===== config.mk =====
export PLATFORM = sky130hd
export DESIGN_NAME = fifo_uart_tx
export DESIGN_NICKNAME = d
export VERILOG_FILES = /design/src/rtl/fifo_uart_tx.sv
export SDC_FILE = /design/constraint.sdc
export NUM_CORES = 1
export LEC_CHECK = 0
export ABC_AREA = 1
export ABC_CLOCK_PERIOD_IN_PS = 4600
export CORE_MARGIN = 1.5
export CORE_UTILIZATION = 44
export CTS_CLUSTER_SIZE = 30
export DETAILED_ROUTE_END_ITERATION = 10
export GPL_TIMING_DRIVEN = 1
export PLACE_DENSITY_LB_ADDON = 0.25
export SLEW_MARGIN = 5
export SYNTH_ARGS = -nofsm -noshare
export SYNTH_HDL_FRONTEND = slang
export SYNTH_SLANG_ARGS = --single-unit

===== constraint.sdc =====
create_clock -name CLK -period 4.6 [get_ports CLK]
set_clock_uncertainty 0.2 [all_clocks]
set_input_delay 0.92 -clock CLK [delete_from_list [all_inputs] [get_ports CLK]]
set_output_delay 0.92 -clock CLK [all_outputs]
set_load 0.02 [all_outputs]

===== src/rtl/fifo_uart_tx.sv =====
// Read-side FIFO consumer: pops one word per frame and serialises it as a UART
// frame (start, data LSB first, optional parity, one stop) at a runtime bit period.
module fifo_uart_tx #(
    parameter int DATA_WIDTH     = 8,
    parameter int PRESCALE_WIDTH = 6
) (
    input  logic                      CLK,
    input  logic                      RST,
    input  logic                      FIFO_EMPTY,
    input  logic [DATA_WIDTH-1:0]     FIFO_RD_DATA,
    output logic                      FIFO_RD_INC,
    input  logic                      PAR_EN,
    input  logic                      PAR_TYP,
    input  logic [PRESCALE_WIDTH-1:0] PRESCALE,
    output logic                      TX_OUT,
    output logic                      BUSY
);
    localparam int IDX_W = (DATA_WIDTH > 1) ? $clog2(DATA_WIDTH) : 1;

    typedef enum logic [2:0] {IDLE, START, DATA, PARITY, STOP} state_t;

    state_t                    state, state_next;
    logic [PRESCALE_WIDTH-1:0] bit_cnt, bit_cnt_next;
    logic [PRESCALE_WIDTH-1:0] period_lat, period_next;
    logic [IDX_W-1:0]          bit_idx, bit_idx_next;
    logic [DATA_WIDTH-1:0]     shift_reg, shift_next;
    logic                      par_en_lat, par_en_next;
    logic                      par_bit_lat, par_bit_next;
    logic                      load, bit_end, last_data;
    logic                      tx_next, busy_next;

    assign bit_end   = (bit_cnt == period_lat - PRESCALE_WIDTH'(1));
    assign last_data = (bit_idx == IDX_W'(DATA_WIDTH - 1));

    // NOTE: sequential state uses non-blocking assignments so every register samples pre-edge values.
    always_ff @(posedge CLK) begin
        if (RST) begin
            state       <= IDLE;
            bit_cnt     <= '0;
            period_lat  <= '0;
            bit_idx     <= '0;
            shift_reg   <= '0;
            par_en_lat  <= 1'b0;
            par_bit_lat <= 1'b0;
            TX_OUT      <= 1'b1;
            BUSY        <= 1'b0;
            FIFO_RD_INC <= 1'b0;
        end else begin
            state       <= state_next;
            bit_cnt     <= bit_cnt_next;
            period_lat  <= period_next;
            bit_idx     <= bit_idx_next;
            shift_reg   <= shift_next;
            par_en_lat  <= par_en_next;
            par_bit_lat <= par_bit_next;
            TX_OUT      <= tx_next;
            BUSY        <= busy_next;
            FIFO_RD_INC <= load;
        end
    end

    // NOTE: every combinational output gets a default first so no latch is inferred.
    always_comb begin
        state_next   = state;
        load         = 1'b0;
        bit_idx_next = bit_idx;
        shift_next   = shift_reg;
        period_next  = period_lat;
        par_en_next  = par_en_lat;
        par_bit_next = par_bit_lat;
        bit_cnt_next = (state == IDLE || bit_end) ? '0 : bit_cnt + PRESCALE_WIDTH'(1);

        case (state)
            IDLE:    if (!FIFO_EMPTY) begin
                         load       = 1'b1;
                         state_next = START;
                     end
            START:   if (bit_end) state_next = DATA;
            DATA:    if (bit_end && last_data) state_next = par_en_lat ? PARITY : STOP;
            PARITY:  if (bit_end) state_next = STOP;
            STOP:    if (bit_end) begin
                         // Chain straight into the next frame when a word is already waiting.
                         if (!FIFO_EMPTY) begin
                             load       = 1'b1;
                             state_next = START;
                         end else begin
                             state_next = IDLE;
                         end
                     end
            default: state_next = IDLE;
        endcase

        if (state == DATA && bit_end) begin
            shift_next   = shift_reg >> 1;
            bit_idx_next = last_data ? '0 : bit_idx + IDX_W'(1);
        end

        if (load) begin
            shift_next   = FIFO_RD_DATA;
            bit_idx_next = '0;
            period_next  = (PRESCALE == '0) ? PRESCALE_WIDTH'(1) : PRESCALE;
            par_en_next  = PAR_EN;
            par_bit_next = (^FIFO_RD_DATA) ^ PAR_TYP;
        end
    end

    // Line and busy are registered from the upcoming state so they change on the bit edge.
    always_comb begin
        tx_next   = 1'b1;
        busy_next = 1'b1;
        case (state_next)
            IDLE:    busy_next = 1'b0;
            START:   tx_next   = 1'b0;
            DATA:    tx_next   = shift_next[0];
            PARITY:  tx_next   = par_bit_next;
            STOP:    tx_next   = 1'b1;
            default: busy_next = 1'b0;
        endcase
    end
endmodule


==> metrics.md <==
| Metric | Value |
|---|---|
| Initial core utilization | 0.458 |
| Outcome | finished clean |
| GP Congestion | 0.861 |
| Syn Inst Count | 284 |
| Row cnt | 23 |
| First-pass GRT wire length | 6280 um |
| Layout Utilization | 0.550 |
| Clock Sinks | 31 |
| Max Clk Rate | 391 MHz |
| DP Area | 2080 um2 |
| Worst path bufs/invs | 3 |
| HP Class | reg2reg |
| Area Overhead vs Synth | 20.0% |
| Final wirelength | 3610 um |
| CTS tree | done |
| Gr usage total | 0.182 |
| Hold_buf cts | 0 |
| Most frequent cells in the layout | 97 x nand2_1, 36 x inv_1, 31 x dfxtp_1 |
| Final cell count without fillers | 360 |
| DP HPWL | 2830 um |
| Post-synthesis sequential area ratio | 0.339 |
| Worst slew margin | 0.675 |
| Fillers | 405 |
| Final hold slack | 271 ps |
| Congestion Overflow GR | 0 |
| Largest delay share family, worst path | simple AND/OR/NAND/NOR gates |
| Core area | 4000 um2 |
| DRC errors left | 0 |
| Fin. Hold Viols | 0 |
| Die height | 67.5 um |
| Post-route setup TNS | 0 ps |
| P_leak | 1.04 nW |
| Layout cells sized above 1 | 0.113 |
| Die footprint | 4560 um2 |
| Final nets | 332 |
| Tightest Pin Transition | 486 ps |
| Mapped Area | 1830 um2 |
| Design Area, Final | 2200 um2 |
| Final ANT Viol Nets | 0 |
| Largest net degree at the start of global routing | 14 |
| R2R Setup Slk | 2040 ps |
| # setup viols final | 0 |
| Commonest non-fill, non-tap cell in the layout | nand2_1 |
| Largest register FFs | 8 |
| Clk slew on worst S/H paths | 70 ps |
| Num CTS Buffers | 5 |
| Ports | 22 |
| Maximum vdd drop | 0.000256 V |
| Largest stage delay, worst path | 360 ps |
| Vias in the first global route | 1437 |
| Router iterations before antenna repair | 4 |
| CTS max path bufs | 2 |
| WL/cell | 10.0 um |
| Max-cap viol count | 0 |
| Worst EP arrival | 2580 ps |
| DRT iter0 DRCs | 89 |
| Chip width | 67.5 um |
| Hold endpoint | bit_cnt[0] |
| # Post-CTS Setup Buffers | 0 |
| Critical R2R Launch | period_lat[0] |
| # diodes | 0 |
| Crit end category | flip-flop |
| Placed cells | 352 |
| Vias | 1697 |
| CP Class | reg2reg |
| PwrDens | 320 nW/um2 |
| Netlist cell types | 31 |
| Clk root buf | clkbuf_8 |
| Worst hold path startpoint | bit_cnt[0] |
| Critical path peak fanout | 11 |
| Critical path cell sequence | inv_2 > ha_1 > inv_1 > nand2_1 > nand2_1 > nor2_1 > nand2_2 > nor2_4 > nand4_2 > inv_1 > nand3_1 > nand2_1 > nand2_1 > o21ai_1 |
| R2r endpoint | BUSY |
| Worst path slowest cell | dfxtp_1 |
| # H-tree levels | 2 |
| Final slew viol count | 0 |
| Antenna violations before repair | 0 |
| Critical Path Start Type | flip-flop |
| Worst skew pair latency | 290 ps |
| Mean Syn Cell Area | 6.45 um2 |
| #FFs+latches synth | 31 |
| Worst R2R Path Depth | 14 |
| Vias per cell | 4.71 |
| CP required | 4620 ps |
| Synth warnings | 0 |
| Syn nets | 307 |
| Hold depth | 1 |
| Unrepaired setup endpoints after global routing | no |
| Tmin final | 2560 ps |
| Final critical-path share of the clock period | 0.556 |
| Number of I/O port buffers | 21 |
| Most frequent cell on the critical path | nand2_1 |
| Post_cts resized | 0 |
## report_power, final
group	internal [W]	switching (W)	leakage, nW
clock	0.000175	0.000105	0.0612
sequential	0.000283	0.00000875	0.254
combinational	0.0000530	0.0000784	0.728
## synth_stat cells
library cell | number | area, um2
dfxtp_1 | 31 | 621
o21ai_0 | 3 | 15.0
buf_2 | 1 | 5.00
xor2_1 | 4 | 35.0
inv_1 | 36 | 135
a31o_2 | 1 | 8.76
o21bai_1 | 1 | 7.51
nor2_2 | 4 | 25.0
nor2_1 | 28 | 105
ha_1 | 4 | 50.1
inv_2 | 4 | 15.0
nand4_1 | 3 | 18.8
nand3_1 | 21 | 105
or2_2 | 1 | 6.26
nand3b_1 | 2 | 15.0
nand3_2 | 2 | 20.0
a21oi_1 | 6 | 30.0
clkinv_1 | 2 | 7.51
a31oi_1 | 5 | 31.3
clkinv_2 | 1 | 5.00
nor2_4 | 1 | 11.3
nand2_1 | 97 | 364
nand3_4 | 2 | 35.0
nor3_1 | 2 | 10.0
nor3b_1 | 1 | 7.51
buf_6 | 1 | 11.3
nand4_2 | 2 | 25.0
buf_4 | 1 | 7.51
nand2_2 | 9 | 56.3
o22ai_1 | 2 | 12.5
o21ai_1 | 6 | 30.0
## worst max path at each step
stage	start	end	slack (ps)	depth (start not counted)
after global routing	period_lat[0]	BUSY	1810	14
after detailed placement	FIFO_RD_DATA[1]	TX_OUT	1950	13
after global placement	FIFO_RD_DATA[5]	TX_OUT	1980	13
after floorplan	period_lat[0]	TX_OUT	2590	15
final	period_lat[0]	BUSY	2040	14
after CTS	period_lat[0]	BUSY	2040	14
## worst register-to-register path, stage by stage, from the launching register on
cell and delay (ps):
dfxtp_1 360, inv_2 80, ha_1 310, inv_1 40, nand2_1 50, nand2_1 40
nor2_1 170, nand2_2 90, nor2_4 120, nand4_2 260, inv_1 370, nand3_1 110
nand2_1 90, nand2_1 100, o21ai_1 90
## layout make-up
| class | count | area, um2 | area share |
|---|---|---|---|
| Sequential cell | 31 | 621 | 0.282 |
| Clock inverter | 2 | 35.0 | 0.0159 |
| Multi-Input combinational cell | 207 | 1020 | 0.466 |
| Inverter | 43 | 163 | 0.0740 |
| Timing Repair Buffer | 21 | 210 | 0.0956 |
| Tap cell | 50 | 62.6 | 0.0285 |
| Clock buffer | 6 | 82.6 | 0.0376 |
## per-layer routing
metal / track usage / vias up / share of wire
met5: 0 / - / 0
met4: 0.0612 / 0 / 0.015
met3: 0.0450 / 7 / 0.033
met2: 0.267 / 25 / 0.42
met1: 0.257 / 724 / 0.53
li1: - / 941 / -
## metrics by stage
| step | setup slack, ps | total power, W |
|---|---|---|
| 2_1_floorplan | 2590 | 0.000389 |
| 3_3_place_gp | 1980 | 0.000427 |
| 3_5_place_dp | 1950 | 0.000429 |
| 4_1_cts | 2040 | 0.000704 |
| 5_1_grt | 1810 | 0.000737 |
| 6_report | 2040 | 0.000703 |
## logic make-up after synthesis
group / count (synthesis) / synth area share
AND/OR/NAND/NOR: 175 / 0.439
buffers and inverters: 46 / 0.102
flip-flops: 31 / 0.339
AO/OA/AOI/OAI: 24 / 0.0738
XOR/XNOR: 4 / 0.0191
adder cells (fa/ha/maj): 4 / 0.0273
Note: power is estimated with default switching activity, not from simulation.
